### src/rtl/ram_fifo_pkg.sv
// Shared definitions for the RAM-backed stream FIFO: default widths and
// helpers for counter sizing and pointer wrap.
package ram_fifo_pkg;

   localparam int DATA_W_DEF = 16;
   localparam int ADDR_W_DEF = 7;
   localparam int AF_LVL_DEF = 120;

   // Bits needed to represent every value 0..depth inclusive.
   function automatic int lvl_w(input int depth);
      int w;
      w = 1;
      for (int i = 0; i < 31; i++) begin
         if ((depth >> i) != 0) w = i + 1;
      end
      return w;
   endfunction

   function automatic logic [31:0] ptr_inc(input logic [31:0] ptr, input int aw);
      logic [31:0] mask;
      mask = (32'd1 << aw) - 32'd1;
      return (ptr + 32'd1) & mask;
   endfunction

endpackage

### src/rtl/ram_fifo_dpram.sv
// Simple dual-port RAM: synchronous write, registered read address and
// asynchronous read from it, which makes same-address read/write write-first.
module ram_fifo_dpram
   import ram_fifo_pkg::*;
#(
   parameter int DATA_W = DATA_W_DEF,
   parameter int ADDR_W = ADDR_W_DEF
) (
   input  logic              clk,
   input  logic              we,
   input  logic [ADDR_W-1:0] wr_addr,
   input  logic [DATA_W-1:0] wr_data,
   input  logic [ADDR_W-1:0] rd_addr,
   output logic [DATA_W-1:0] rd_data
);

   localparam int DEPTH = 1 << ADDR_W;

   logic [DATA_W-1:0] mem_q [0:DEPTH-1];
   logic [ADDR_W-1:0] rd_addr_q;

   always_ff @(posedge clk) begin
      if (we) mem_q[wr_addr] <= wr_data;
      rd_addr_q <= rd_addr;
   end

   assign rd_data = mem_q[rd_addr_q];

endmodule

### src/rtl/ram_stream_fifo.sv
// Valid/ready stream FIFO around ram_fifo_dpram. Optional occupancy outputs
// (level, almost_full) are built when FIFO_LEVEL_EN is defined.
module ram_stream_fifo
   import ram_fifo_pkg::*;
#(
   parameter int DATA_W = DATA_W_DEF,
   parameter int ADDR_W = ADDR_W_DEF
`ifdef FIFO_LEVEL_EN
   ,
   parameter int AF_LVL = AF_LVL_DEF
`endif
) (
   input  logic              clk,
   input  logic              rst,
   input  logic              in_valid,
   output logic              in_ready,
   input  logic [DATA_W-1:0] in_data,
   output logic              out_valid,
   input  logic              out_ready,
   output logic [DATA_W-1:0] out_data
`ifdef FIFO_LEVEL_EN
   ,
   output logic [ADDR_W:0]   level,
   output logic              almost_full
`endif
);

   localparam int DEPTH = 1 << ADDR_W;
   localparam int CNT_W = lvl_w(DEPTH);
   localparam logic [CNT_W-1:0] DEPTH_C = CNT_W'(DEPTH);

   logic [ADDR_W-1:0] wr_ptr_q, wr_ptr_d;
   logic [ADDR_W-1:0] rd_ptr_q, rd_ptr_d;
   logic [CNT_W-1:0]  count_q, count_d;
   logic              in_ready_q, in_ready_d;
   logic              out_valid_q, out_valid_d;
   logic [ADDR_W-1:0] ram_rd_addr;
   logic              push, pop;

   // Handshake: a transfer happens on a side exactly when valid and ready are
   // both high at the rising edge; ready/valid outputs are registered.
   assign push = in_valid & in_ready_q;
   assign pop  = out_valid_q & out_ready;

   always_comb begin
      wr_ptr_d = wr_ptr_q;
      rd_ptr_d = rd_ptr_q;
      count_d  = count_q;
      if (push) wr_ptr_d = ADDR_W'(ptr_inc(32'(wr_ptr_q), ADDR_W));
      if (pop)  rd_ptr_d = ADDR_W'(ptr_inc(32'(rd_ptr_q), ADDR_W));
      case ({push, pop})
         2'b10:   count_d = count_q + 1'b1;
         2'b01:   count_d = count_q - 1'b1;
         default: count_d = count_q;
      endcase
      in_ready_d  = (count_d != DEPTH_C);
      out_valid_d = (count_d != '0);
   end

   always_ff @(posedge clk) begin
      if (rst) begin
         wr_ptr_q    <= '0;
         rd_ptr_q    <= '0;
         count_q     <= '0;
         in_ready_q  <= 1'b1;
         out_valid_q <= 1'b0;
      end else begin
         wr_ptr_q    <= wr_ptr_d;
         rd_ptr_q    <= rd_ptr_d;
         count_q     <= count_d;
         in_ready_q  <= in_ready_d;
         out_valid_q <= out_valid_d;
      end
   end

   // The RAM read address tracks the next head so out_data is ready with the flag.
   assign ram_rd_addr = rst ? '0 : rd_ptr_d;

   ram_fifo_dpram #(
      .DATA_W (DATA_W),
      .ADDR_W (ADDR_W)
   ) u_ram (
      .clk     (clk),
      .we      (push & ~rst),
      .wr_addr (wr_ptr_q),
      .wr_data (in_data),
      .rd_addr (ram_rd_addr),
      .rd_data (out_data)
   );

   assign in_ready  = in_ready_q;
   assign out_valid = out_valid_q;

`ifdef FIFO_LEVEL_EN
   logic [ADDR_W:0] level_q;
   logic            almost_full_q;

   always_ff @(posedge clk) begin
      if (rst) begin
         level_q       <= '0;
         almost_full_q <= 1'b0;
      end else begin
         level_q       <= count_d;
         almost_full_q <= (count_d >= CNT_W'(AF_LVL));
      end
   end

   assign level       = level_q;
   assign almost_full = almost_full_q;
`endif

endmodule

### config.mk
export PLATFORM = sky130hd
export DESIGN_NAME = ram_stream_fifo
export DESIGN_NICKNAME = d
export VERILOG_FILES = /design/src/rtl/ram_fifo_pkg.sv /design/src/rtl/ram_fifo_dpram.sv /design/src/rtl/ram_stream_fifo.sv
export SDC_FILE = /design/constraint.sdc
export NUM_CORES = 2
export LEC_CHECK = 0
export BUFFER_PORTS_ARGS = -buffer_cell sky130_fd_sc_hd__buf_2
export CAP_MARGIN = 15
export CELL_PAD_IN_SITES_DETAIL_PLACEMENT = 0
export CELL_PAD_IN_SITES_GLOBAL_PLACEMENT = 2
export CORE_UTILIZATION = 45
export CTS_BUF_LIST = sky130_fd_sc_hd__clkbuf_16
export CTS_CLUSTER_SIZE = 12
export DETAILED_ROUTE_END_ITERATION = 8
export HOLD_SLACK_MARGIN = 0.15
export PLACE_DENSITY = 0.84
export SLEW_MARGIN = 5
export SYNTH_ARGS = -nofsm -noshare
export SYNTH_HDL_FRONTEND = slang
export SYNTH_SLANG_ARGS = --single-unit
### constraint.sdc
create_clock -name clk -period 2.8 [get_ports clk]
set_input_delay 0.14 -clock clk [delete_from_list [all_inputs] [get_ports clk]]
set_output_delay 0.14 -clock clk [all_outputs]
set_load 0.05 [all_outputs]
# Yosys cells after proc, flatten, opt, wreduce, memory -nomap -nowiden
# Memories as Yosys holds them, arrays and structs flattened. A register that Yosys moved wholly into a read port is not among the register bits.
# Cells that the tools add are included.
# totals
ff_bits	24
ramBits	2048
output_inout_bits	18
mem_count	1
# mem_list
name	depth	word_bits	read_ports	rd_ports_with_merged_regs	wr	line_no	text
u_ram.mem_q	128	16	1	1	1	ram_fifo_dpram.sv:19	logic [DATA_W-1:0] mem_q [0:DEPTH-1];
# classes
add_sub_neg	4
n_eq_ne	3
n_mux	5
bitwise	4
reduce_logical	1
# ops
op	n
one-hot mux 8 bit (2 select lines)	1
adder 7 x 1 -> 7 bit, second input constant	2
2-to-1 mux 7 bit	2
adder 8 x 1 -> 8 bit, second input constant	1
!= test 8 bit, second input constant	1
nonzero test 8 bit	1
subtractor 8 x 1 -> 8 bit, second input constant	1
bitwise AND 1 bit	3
== test 2 x 1 -> 1 bit, second input constant	1
== test 2 bit, second input constant	1
2-to-1 mux 1 bit	2
inverter 1 bit	1

# Logic depth before layout (Yosys ltp)
# depth
ltp_word	4
ltp_mapped	13
mapped_depth_nobuf	11

# By module
# From an unflattened synthesis, not the netlist that was laid out.
# unflattened
cells_unflattened	3245
hier_area_um2	79797.8
# by_module_without_submodules
module	instances	cells_each	area_each_um2
ram_fifo_dpram	1	3077	78342.6
ram_stream_fifo	1	168	1455.1

# Least setup slack after synthesis
# No wires, ideal clock.
# synth_path
path_type	flip-flop to flip-flop
start	reg in_ready_q (netlist: in_ready)
end	mem u_ram.mem_q[80][0] (netlist bit) (enable)
setup_time_ns	0.430
t_arrival_ns	3.017
path_slack_ns	-0.647
stages_incl_launch_ff	7
path_buffers	1
path_cell_list	dfxtp_1 > nand2_1 > clkbuf_1 > nor2_1 > and2_1 > nand2_1 > nor4_1
# synth_via
elab_chain_cells	4
# synth_lines
item	line_no	text
start: declaration	ram_stream_fifo.sv:35	logic in_ready_q, in_ready_d;
start signal: assignment	ram_stream_fifo.sv:71	in_ready_q <= in_ready_d;
bitwise AND 1 bit	ram_stream_fifo.sv:42	assign push = in_valid & in_ready_q;
bitwise AND 1 bit	ram_stream_fifo.sv:84	.we (push & ~rst),
2-to-1 mux 1 bit	ram_fifo_dpram.sv:23	if (we) mem_q[wr_addr] <= wr_data;
2-to-1 mux 1 bit (not written as such)	ram_fifo_dpram.sv:23	
end: declaration	ram_fifo_dpram.sv:19	
# No other way between the ends.

==> results.py <==
metrics = {
    "global_route": {
        "antenna_found_initial": 3,
        "grt_first_pass_wirelength_mm": 267,
        "grt_max_degree": 99,
        "grt_pass1_vias": 37300,
        "grt_usage": 0.207,
        "grt.overflow.total": 0,
    },
    "timing": {
        "fmax_ghz": 0.270,
        "finClkSkew_ps": 40.5,
        "tightestPinTransition_ps": 1190,
        "timing.setup.tns_ps": -13500,
        "maxSlewViolCount": 0,
        "hold_slack_ps": 299,
        "fin_ws_ps": -898,
        "min_period_over_period": 1.32,
        "setup_viol": 16,
        "hold_violations": 0,
        "fin_crit_ps": 3700,
        "slew_headroom": 0.204,
        "rsz0062_at_grt": "yes",
    },
    "routing": {
        "via_per_inst": 5.98,
        "antenna_left": 0,
        "route.detailed.wl_per_inst_um": 29.9,
        "routed_wl_mm": 185,
        "drt_iter0_drc": 4037,
        "drc_errors": 0,
        "vias": 37000,
        "first_pass_iters": 7,
    },
    "worst_hold_path": {
        "min_path_type": "primary input to flop",
    },
    "final_layout": {
        "nFillCells": 12900,
        "fin_nets": 3762,
        "utilization": 0.530,
        "final_layout_size_suffix_gt1_frac": 0.345,
        "area_growth_pct": 16.5,
    },
    "synthesis": {
        "synthArstFlopShare": 0,
        "synth_seq_cells": 2079,
        "synth_edf_count": 2048,
        "yosysWarnings": 0,
        "ys.flop_type": "edfxtp_1",
        "syn-instance-count": 3293,
        "syn-num-nets": 3318,
        "synth.avg_cell_area_um2": 24.1,
        "synth_area_um2": 79400,
        "synth_cell_types": 46,
        "ys_seq_area_frac": 0.782,
    },
    "clocking": {
        "clk_path_buf_depth": 3,
        "htree_levels": 4,
        "ctsRootBufferMaster": "clkbuf_16",
        "numClockSinks": 2079,
        "clk_pin_slew_ps": 60,
        "clk_latency_ps": 830,
        "numCtsBuffers": 203,
        "cts_tree": "done",
    },
    "die": {
        "dieArea_um2": 178000,
        "core_um2": 175000,
        "fp-row-count": 153,
        "initial_core_util": 0.455,
        "die_w_um": 422,
        "die_h_um": 422,
        "io_pins": 38,
    },
    "pwr": {
        "internal_power_uw": 52100,
        "pwr-share-clk": 0.366,
        "p_per_area_nw_per_um2": 726,
        "power_frac_comb": 0.122,
        "peakVddDrop_v": 0.000660,
        "switching_share": 0.225,
        "power_frac_seq": 0.511,
        "p_leak_uw": 0.0283,
        "switchingPower_uw": 15100,
    },
    "setup_path": {
        "cpPeakStageDelay_ps": 530,
        "cp_max_fo": 10,
        "start_kind": "flop",
        "worstSetupEndpointType": "primary output",
        "crit_arrival_ps": 3560,
        "r2r_setup_slack_ps": 150,
        "slowest_stage": "mux4_2",
        "crit_required_ps": 2660,
        "crit_type": "flop to primary output",
        "path_cells": "buf_12 > buf_4 > mux4_2 > mux4_2 > o22ai_2 > nor4_4 > buf_4 > buf_2",
    },
    "placed_design": {
        "dp_hpwl_mm": 109,
        "gp_congestion": 0.829,
        "portBuffers": 37,
    },
    "run_status": {
        "violations": "setup timing",
        "status": "complete, but fails checks",
    },
    "job": {
        "cap_violations": 0,
    },
}
## worst paths after layout
| kind | from | cells after the start | to |
|---|---|---|---|
| hold / removal | rst | 3 | wr_ptr_q[2]$_SDFFE_PP0P_ |
| setup reg to reg | out_valid$_SDFF_PP0_ | 10 | out_valid$_SDFF_PP0_ |
| hold reg to reg | u_ram.rd_addr_q[1]$_SDFFE_PP0N_ | 2 | flop |
| setup / recovery | flop | 8 | out_data[15] |
## placed cells by master, fill, tap and decap left out, drive strengths merged, types with 3 or more instances in the layout
master | Yosys | layout
clkinv | 1 | 39
mux4 | 640 | 640
or3 | 7 | 7
nor4 | 19 | 19
buf | 109 | 406
or3b | 4 | 4
dlygate4sd3 | 0 | 20
nor2b | 7 | 7
o21ai | 4 | 4
xnor2 | 8 | 8
nor3b | 3 | 3
edfxtp | 2048 | 2048
dfxtp | 31 | 31
nand4 | 4 | 4
nand2 | 26 | 26
bufinv | 0 | 4
mux2i | 3 | 3
inv | 0 | 73
nor2 | 162 | 162
a31oi | 3 | 3
nand3b | 8 | 8
ha | 5 | 5
o22ai | 64 | 64
a21oi | 6 | 6
xor2 | 13 | 13
nand3 | 10 | 10
clkbuf | 81 | 207
nand2b | 4 | 4
and2 | 3 | 3
## power groups by stage
stage | logic (uW) | clock network (uW) | registers (uW)
final | 8210 | 24600 | 34400
after global routing | 8680 | 26100 | 34400
after CTS | 8220 | 25000 | 34400
after detailed placement | 7900 | 0 | 35000
after global placement | 7820 | 0 | 35000
after floorplan | 5150 | 0 | 35000
## registers in the layout, indices dropped and copies added, names as in the netlist, named ones only
register         flops
out_valid            1
count_q              8
wr_ptr_q             7
in_ready             1
u_ram.rd_addr_q      7
u_ram.mem_q       2048
## worst max-delay path, delay by kind of cell, from the launching register on
| kind | cells | cell delay, ps |
|---|---|---|
| AOI/OAI and AO/OA | 1 | 310 |
| buffers and inverters | 4 | 810 |
| DFF | 1 | 400 |
| and+or+nand+nor | 1 | 140 |
| muxes | 2 | 1040 |
## through the flow
step	power, uW	worst slack [ps]	instance area (um2)	cells
after floorplan	40100	-28.7	79600	3293
final	67200	-898	92600	6180
after detailed placement	42900	-224	85900	5818
after global placement	42800	-202	85900	5818
after global routing	69200	-987	92600	6179
after CTS	67600	-954	92400	6166
## metal layers
layer | up-vias | GRT usage | part of all wire
met2 | 1674 | 0.328 | 0.49
met1 | 20000 | 0.295 | 0.40
li1 | 15000 | - | -
met3 | 272 | 0.0348 | 0.078
met5 | - | 0 | 0.000060
met4 | 2 | 0.0688 | 0.032
## area by class of cell
type,instances,area [um2],share of cell area
sequential,2079,62100,0.671
timing repair buffer,429,4880,0.0527
tap,2325,2910,0.0314
clock buffer,205,5130,0.0554
antenna,1,2.50,0.0000270
inverter,1,7.51,0.0000811
clock inverter,117,785,0.00848
multi-input combinational,1023,16700,0.180
## cells by family after synthesis
logic type,after synthesis,synth area share
compound gates,88,0.00712
xor+xnor,21,0.00232
fa+ha+maj,5,0.000788
buf+inv,191,0.0107
flops,2079,0.782
mux,644,0.182
simple gates,265,0.0152
## Yosys cell counts, types with 5 or more instances
cell type,count,share of area
nor2b_1,7,0.00055
nor4_1,19,0.0015
or3_1,7,0.00055
ha_1,5,0.00079
buf_1,34,0.0016
nand3_1,10,0.00063
a21oi_1,6,0.00038
buf_2,66,0.0042
dfxtp_1,31,0.0078
o22ai_1,64,0.0050
edfxtp_1,2048,0.77
buf_4,5,0.00047
nand3b_1,8,0.00076
xor2_1,13,0.0014
xnor2_1,8,0.00088
clkbuf_1,81,0.0038
nor2_1,162,0.0077
mux4_2,640,0.18
nand2_1,26,0.0012
## repair_timing
item	CTS	global route
setup buffers	4	11
hold buffers	20	0
gates resized for setup	52	8
cloned	2	2
endpoints found under the hold margin	1724	0
endpoints found under the setup margin	16	17
Power figures use the tool's default switching activity.
